--- src/rtl/uart_tx_framer.sv ---
// uart_tx_framer: parametrised UART transmitter fed by a small push-side FIFO.
// A frame is one start bit (0), DATA_BITS data bits LSB first, an optional
// odd/even parity bit and STOP_BITS stop bits (1); every bit lasts DIV clocks.
// Queued words go out back-to-back with no idle cycle between frames.
module uart_tx_framer #(
  parameter int CLK_HZ     = 50000000,
  parameter int BAUD       = 9600,
  parameter int DATA_BITS  = 8,
  parameter int PARITY     = 0,
  parameter int STOP_BITS  = 2,
  parameter int FIFO_DEPTH = 4
) (
  input  logic                        clk,
  input  logic                        reset,
  input  logic [DATA_BITS-1:0]        wr_data,
  input  logic                        wr_valid,
  output logic                        wr_ready,
  output logic                        tx,
  output logic                        busy,
  output logic [$clog2(FIFO_DEPTH):0] fifo_count
);

  localparam int DIV    = CLK_HZ / BAUD;
  localparam int CNT_W  = (DIV > 1) ? $clog2(DIV) : 1;
  localparam int PTR_W  = $clog2(FIFO_DEPTH);
  localparam int FCNT_W = PTR_W + 1;
  localparam int BIT_W  = $clog2(DATA_BITS + 1);

  localparam logic [CNT_W-1:0]  BAUD_LAST = CNT_W'(DIV - 1);
  localparam logic [BIT_W-1:0]  DATA_LAST = BIT_W'(DATA_BITS - 1);
  localparam logic [BIT_W-1:0]  STOP_LAST = BIT_W'(STOP_BITS - 1);
  localparam logic [FCNT_W-1:0] FIFO_FULL = FCNT_W'(FIFO_DEPTH);

  localparam logic [2:0] S_IDLE   = 3'd0;
  localparam logic [2:0] S_START  = 3'd1;
  localparam logic [2:0] S_DATA   = 3'd2;
  localparam logic [2:0] S_PARITY = 3'd3;
  localparam logic [2:0] S_STOP   = 3'd4;

  logic [2:0]           state;
  logic [CNT_W-1:0]     baud_cnt;
  logic [BIT_W-1:0]     bit_cnt;
  logic [DATA_BITS-1:0] shift_reg;
  logic                 par_bit;

  logic [DATA_BITS-1:0] mem [FIFO_DEPTH];
  logic [PTR_W-1:0]     wr_ptr;
  logic [PTR_W-1:0]     rd_ptr;

  logic [DATA_BITS-1:0] head;
  logic                 head_par;
  logic                 bit_end;
  logic                 last_stop_end;
  logic                 push;
  logic                 pop;

  // The full test uses the registered count, so a push against a full FIFO
  // is refused even when a pop frees a slot in that same cycle.
  assign wr_ready = (fifo_count != FIFO_FULL);
  assign push     = wr_valid && wr_ready;

  assign head     = mem[rd_ptr];
  assign head_par = (PARITY == 1) ? ~(^head) : (^head);

  assign bit_end       = (baud_cnt == BAUD_LAST);
  assign last_stop_end = (state == S_STOP) && bit_end && (bit_cnt == STOP_LAST);
  assign pop           = (fifo_count != '0) && ((state == S_IDLE) || last_stop_end);

  assign busy = (state != S_IDLE);

  // FIFO storage; only written on an accepted push, so later wr_data changes are ignored.
  always_ff @(posedge clk) begin
    if (push) begin
      mem[wr_ptr] <= wr_data;
    end
  end

  // FIFO pointers and occupancy; pointers wrap naturally at the power-of-two depth.
  always_ff @(posedge clk or posedge reset) begin
    if (reset) begin
      wr_ptr     <= '0;
      rd_ptr     <= '0;
      fifo_count <= '0;
    end else begin
      if (push) begin
        wr_ptr <= wr_ptr + 1'b1;
      end
      if (pop) begin
        rd_ptr <= rd_ptr + 1'b1;
      end
      case ({push, pop})
        2'b10:   fifo_count <= fifo_count + 1'b1;
        2'b01:   fifo_count <= fifo_count - 1'b1;
        default: fifo_count <= fifo_count;
      endcase
    end
  end

  // Baud timer: restarts at every bit boundary and rests at zero while idle.
  always_ff @(posedge clk or posedge reset) begin
    if (reset) begin
      baud_cnt <= '0;
    end else if (state == S_IDLE || bit_end) begin
      baud_cnt <= '0;
    end else begin
      baud_cnt <= baud_cnt + 1'b1;
    end
  end

  // Frame sequencer; tx is registered and changes on the same edge as the state.
  always_ff @(posedge clk or posedge reset) begin
    if (reset) begin
      state     <= S_IDLE;
      bit_cnt   <= '0;
      shift_reg <= '0;
      par_bit   <= 1'b0;
      tx        <= 1'b1;
    end else begin
      case (state)
        S_IDLE: begin
          if (pop) begin
            state     <= S_START;
            tx        <= 1'b0;
            shift_reg <= head;
            par_bit   <= head_par;
          end
        end
        S_START: begin
          if (bit_end) begin
            state     <= S_DATA;
            bit_cnt   <= '0;
            tx        <= shift_reg[0];
            shift_reg <= shift_reg >> 1;
          end
        end
        S_DATA: begin
          if (bit_end) begin
            if (bit_cnt == DATA_LAST) begin
              bit_cnt <= '0;
              if (PARITY != 0) begin
                state <= S_PARITY;
                tx    <= par_bit;
              end else begin
                state <= S_STOP;
                tx    <= 1'b1;
              end
            end else begin
              bit_cnt   <= bit_cnt + 1'b1;
              tx        <= shift_reg[0];
              shift_reg <= shift_reg >> 1;
            end
          end
        end
        S_PARITY: begin
          if (bit_end) begin
            state   <= S_STOP;
            bit_cnt <= '0;
            tx      <= 1'b1;
          end
        end
        S_STOP: begin
          if (bit_end) begin
            if (bit_cnt == STOP_LAST) begin
              bit_cnt <= '0;
              if (pop) begin
                state     <= S_START;
                tx        <= 1'b0;
                shift_reg <= head;
                par_bit   <= head_par;
              end else begin
                state <= S_IDLE;
                tx    <= 1'b1;
              end
            end else begin
              bit_cnt <= bit_cnt + 1'b1;
            end
          end
        end
        default: begin
          state <= S_IDLE;
          tx    <= 1'b1;
        end
      endcase
    end
  end

endmodule

--- config.mk ---
export PLATFORM = sky130hd
export DESIGN_NAME = uart_tx_framer
export DESIGN_NICKNAME = d
export VERILOG_FILES = /design/src/rtl/uart_tx_framer.sv
export SDC_FILE = /design/constraint.sdc
export NUM_CORES = 1
export LEC_CHECK = 0
export CORE_MARGIN = 3
export CORE_UTILIZATION = 59
export CTS_BUF_LIST = sky130_fd_sc_hd__clkbuf_16
export CTS_CLUSTER_DIAMETER = 120
export DETAILED_ROUTE_END_ITERATION = 6
export PLACE_DENSITY = 0.79
export SLEW_MARGIN = 20
export SYNTH_ARGS = -nofsm -noshare
export SYNTH_HDL_FRONTEND = slang
export SYNTH_SLANG_ARGS = --single-unit
export TNS_END_PERCENT = 1
--- constraint.sdc ---
create_clock -name clk -period 5.5 [get_ports clk]
set_input_delay 0.825 -clock clk [delete_from_list [all_inputs] [get_ports clk]]
set_output_delay 0.825 -clock clk [all_outputs]
set_load 0.02 [all_outputs]
==> run metrics <==
Mapped Cells=241; unique cell type count in the Yosys netlist=44; status=complete, no violations; Worst Setup End Kind=flop; RSZ-0062 raised after global routing=no; number of buffers and inverters on the critical path=2; CTS tree=done; utilization after layout=between 70% and 80%; minimum clock period=~3400 ps; number of fill cells=about 340; Die W=between 70 and 80 um; kind of critical path=reg -> reg; Reg area=1860 um^2; Cell Area, Synth=around 3100 um^2; CTS buffer count=9; initial core utilization=63.6%; H-tree depth=3; setup violators final=0; die footprint=between 6000 and 7000 um^2; DRC violations left=0; Period Utilization, post-route=between 60 and 70%; HPWL after DPL=between 3000 and 4000 um; Yosys top cell area share=roughly 31%; CTS Root Buffer Type=clkbuf_16; Synthesized Nets=261; power per cell area=approximately 480 nW/um^2; routed vias/inst=about 5.8; Reg clk slew, reported paths=50 ps; max reg flops=32; delay-heaviest family, CP=adder cells; DRT Pass-1 Iters=4; leading area contributor after synthesis=edfxtp_1; antenna violations before repair=0; Post-Place Cells=~320; crit path launch type=flop; register area share after synthesis=around 59%; clock buffer depth=2; Ant. Diodes=0; Finished Cell Area=~3600 um^2; core area=between 4000 and 5000 um^2; grt total ovfl=0; worst hold path class=reg -> reg; CP peak stage delay=about 630 ps; Max-Cap Viols=0; largest net degree at the start of global routing=37; relative slew slack=59.9%; Resized cells post-CTS=0; max-slew violation count=0; cts hold-fix bufs=0; Worst-Skew Late Latency=roughly 320 ps; # Post-CTS Setup Buffers=0; Via Count=a little under 2000; Worst IR Drop VDD=467 uV; Initial DRC Count=~220; gpl congestion=~0.81; clock sink total=between 60 and 70; Worst-Margin Slew=602 ps; Leak=between 1 and 1.5 nW; final wirelength=around 5500 um; Core Rows=25; Fin Setup TNS=0 ps; footprint of the multi-input gates=between 1000 and 1500 um^2; Worst Skew=between 3 and 4 ps; Pwr Total=1.74 mW; GR Util All Layers=between 20% and 30%; Slowest cell on crit path=o31ai_4; first-pass GRT wire length=9670 um; synthesis-to-finish area growth=16.1%; ranking of synthesized cells by area=edfxtp_1 (31%), dfrtp_1 (28%), mux4_2 (5.7%); maximum fanout along the worst path=14; CP Data Arrival Time=about 3700 ps; final hold viol count=0; vias in the first global route=1990; Ports=17; non-filler cells in the finished layout=~330; Max Clock Freq=roughly 290 MHz; WP data required=~5800 ps; nets=roughly 280; remaining antenna violation count=0; critical-path cell list=ha_1, nand4b_1, o31ai_4, nand2_1, inv_1, ha_1, inv_1, fa_1, xor2_1, nor2_1, xor2_1; Ys Warns=0; layout cell share with drive strength beyond 1=14.7%; post-synthesis register bit count=between 60 and 70; height of the die=around 80 um; mean post-synth cell area=approximately 13 um^2; wire per inst=around 16 um; DP Area=approximately 3400 um^2; I/O Buffers=16
-- path summary, 6_finish.rpt --
| path | from | endpoint | slack [ps] | depth (start not counted) |
|---|---|---|---|---|
| max | baud_cnt[0] | fifo_count[2] | 2070 | 11 |
| min reg2reg | bit_cnt[3] | bit_cnt[3] | 540 | 1 |
| min in group asynchronous | reset | baud_cnt[9] | 890 | 3 |
| min | bit_cnt[3] | bit_cnt[3] | 540 | 1 |
| max in group asynchronous | reset | tx | 4270 | 3 |
| max reg2reg | baud_cnt[0] | fifo_count[2] | 2070 | 11 |
-- worst register-to-register path, cell delays in order, from the launching register on --
cell and delay, ps:
dfrtp_1 420, ha_1 290, nand4b_1 290, o31ai_4 630, nand2_1 460, inv_1 210
ha_1 210, inv_1 60, fa_1 380, xor2_1 150, nor2_1 110, xor2_1 150
-- Yosys cell counts --
| cell | count |
|---|---|
| o221a_2 | 7 |
| mux2_2 | 1 |
| and3_1 | 5 |
| a211o_1 | 2 |
| a31oi_1 | 1 |
| or3b_1 | 3 |
| nor3_4 | 1 |
| nand4bb_1 | 1 |
| and2_1 | 2 |
| nor2_1 | 15 |
| inv_1 | 14 |
| mux4_2 | 8 |
| edfxtp_1 | 32 |
| nand2b_1 | 3 |
| fa_1 | 1 |
| o21ai_1 | 1 |
| xnor2_1 | 9 |
| or4_1 | 1 |
| a21oi_4 | 1 |
| nor3_1 | 3 |
| buf_1 | 1 |
| clkbuf_1 | 6 |
| a21oi_1 | 3 |
| nand3_1 | 8 |
| o21ai_0 | 10 |
| o22ai_1 | 3 |
| xor2_1 | 9 |
| or4b_2 | 1 |
| and4_1 | 1 |
| a2111oi_2 | 1 |
| nand4b_1 | 1 |
| or4b_4 | 1 |
| o211ai_2 | 1 |
| o31ai_4 | 1 |
| nand4_1 | 2 |
| dfrtp_1 | 35 |
| or3_1 | 10 |
| buf_2 | 1 |
| nand2_1 | 21 |
| o31ai_1 | 1 |
| a2bb2oi_1 | 1 |
| dfstp_2 | 1 |
| ha_1 | 8 |
| nand3b_1 | 3 |
-- logic make-up (layout without fill, tap and decap cells) --
logic type | Yosys count | after routing | share of synthesized area [%]
AO/OA/AOI/OAI | 33 | 33 | 8.68
XOR/XNOR | 18 | 18 | 5.02
AND/OR/NAND/NOR | 82 | 82 | 14.4
multiplexers | 9 | 9 | 6.09
buffers and inverters | 22 | 47 | 2.67
flip-flops | 68 | 68 | 59.3
adder cells (fa/ha/maj) | 9 | 9 | 3.82
-- cells in the final DEF, fill, tap and decap left out, types with 5 or more instances in the layout --
master	Yosys	layout
o221a_2	7	7
clkbuf_16	0	9
dfrtp_1	35	35
xnor2_1	9	9
clkdlybuf4s50_1	0	16
and3_1	5	5
nand3_1	8	8
inv_1	14	16
nor2_1	15	15
xor2_1	9	9
edfxtp_1	32	32
or3_1	10	10
nand2_1	21	21
ha_1	8	8
mux4_2	8	8
o21ai_0	10	10
-- metrics by stage --
step / setup WS, ps / hold slack (ps)
2_1_floorplan: 2870 / 475
3_3_place_gp: 2300 / 493
3_5_place_dp: 2160 / 522
4_1_cts: 2060 / 533
5_1_grt: 1800 / 567
6_report: 2070 / 542
-- area by class of cell --
class | count | share of cell area [%]
Sequential cell | 68 | 51.1
Multi-Input combinational cell | 151 | 32.8
Clock buffer | 9 | 6.17
Timing Repair Buffer | 17 | 4.60
Tap cell | 67 | 2.30
Clock inverter | 7 | 1.65
Inverter | 14 | 1.44
-- where the power goes --
part           switching, mW  total [mW]  internal [mW]
sequential             0.112       0.777          0.664
clock                  0.197       0.542          0.344
combinational          0.206       0.425          0.219
-- per-layer routing --
metal	vias up	track usage (%)	routed length (um)
li1	930	-	-
met1	943	29.4	2620
met2	47	30.0	2520
met3	13	4.08	184
met4	0	10.1	119
met5	-	0	0
Note: power is estimated with default switching activity, not from simulation.
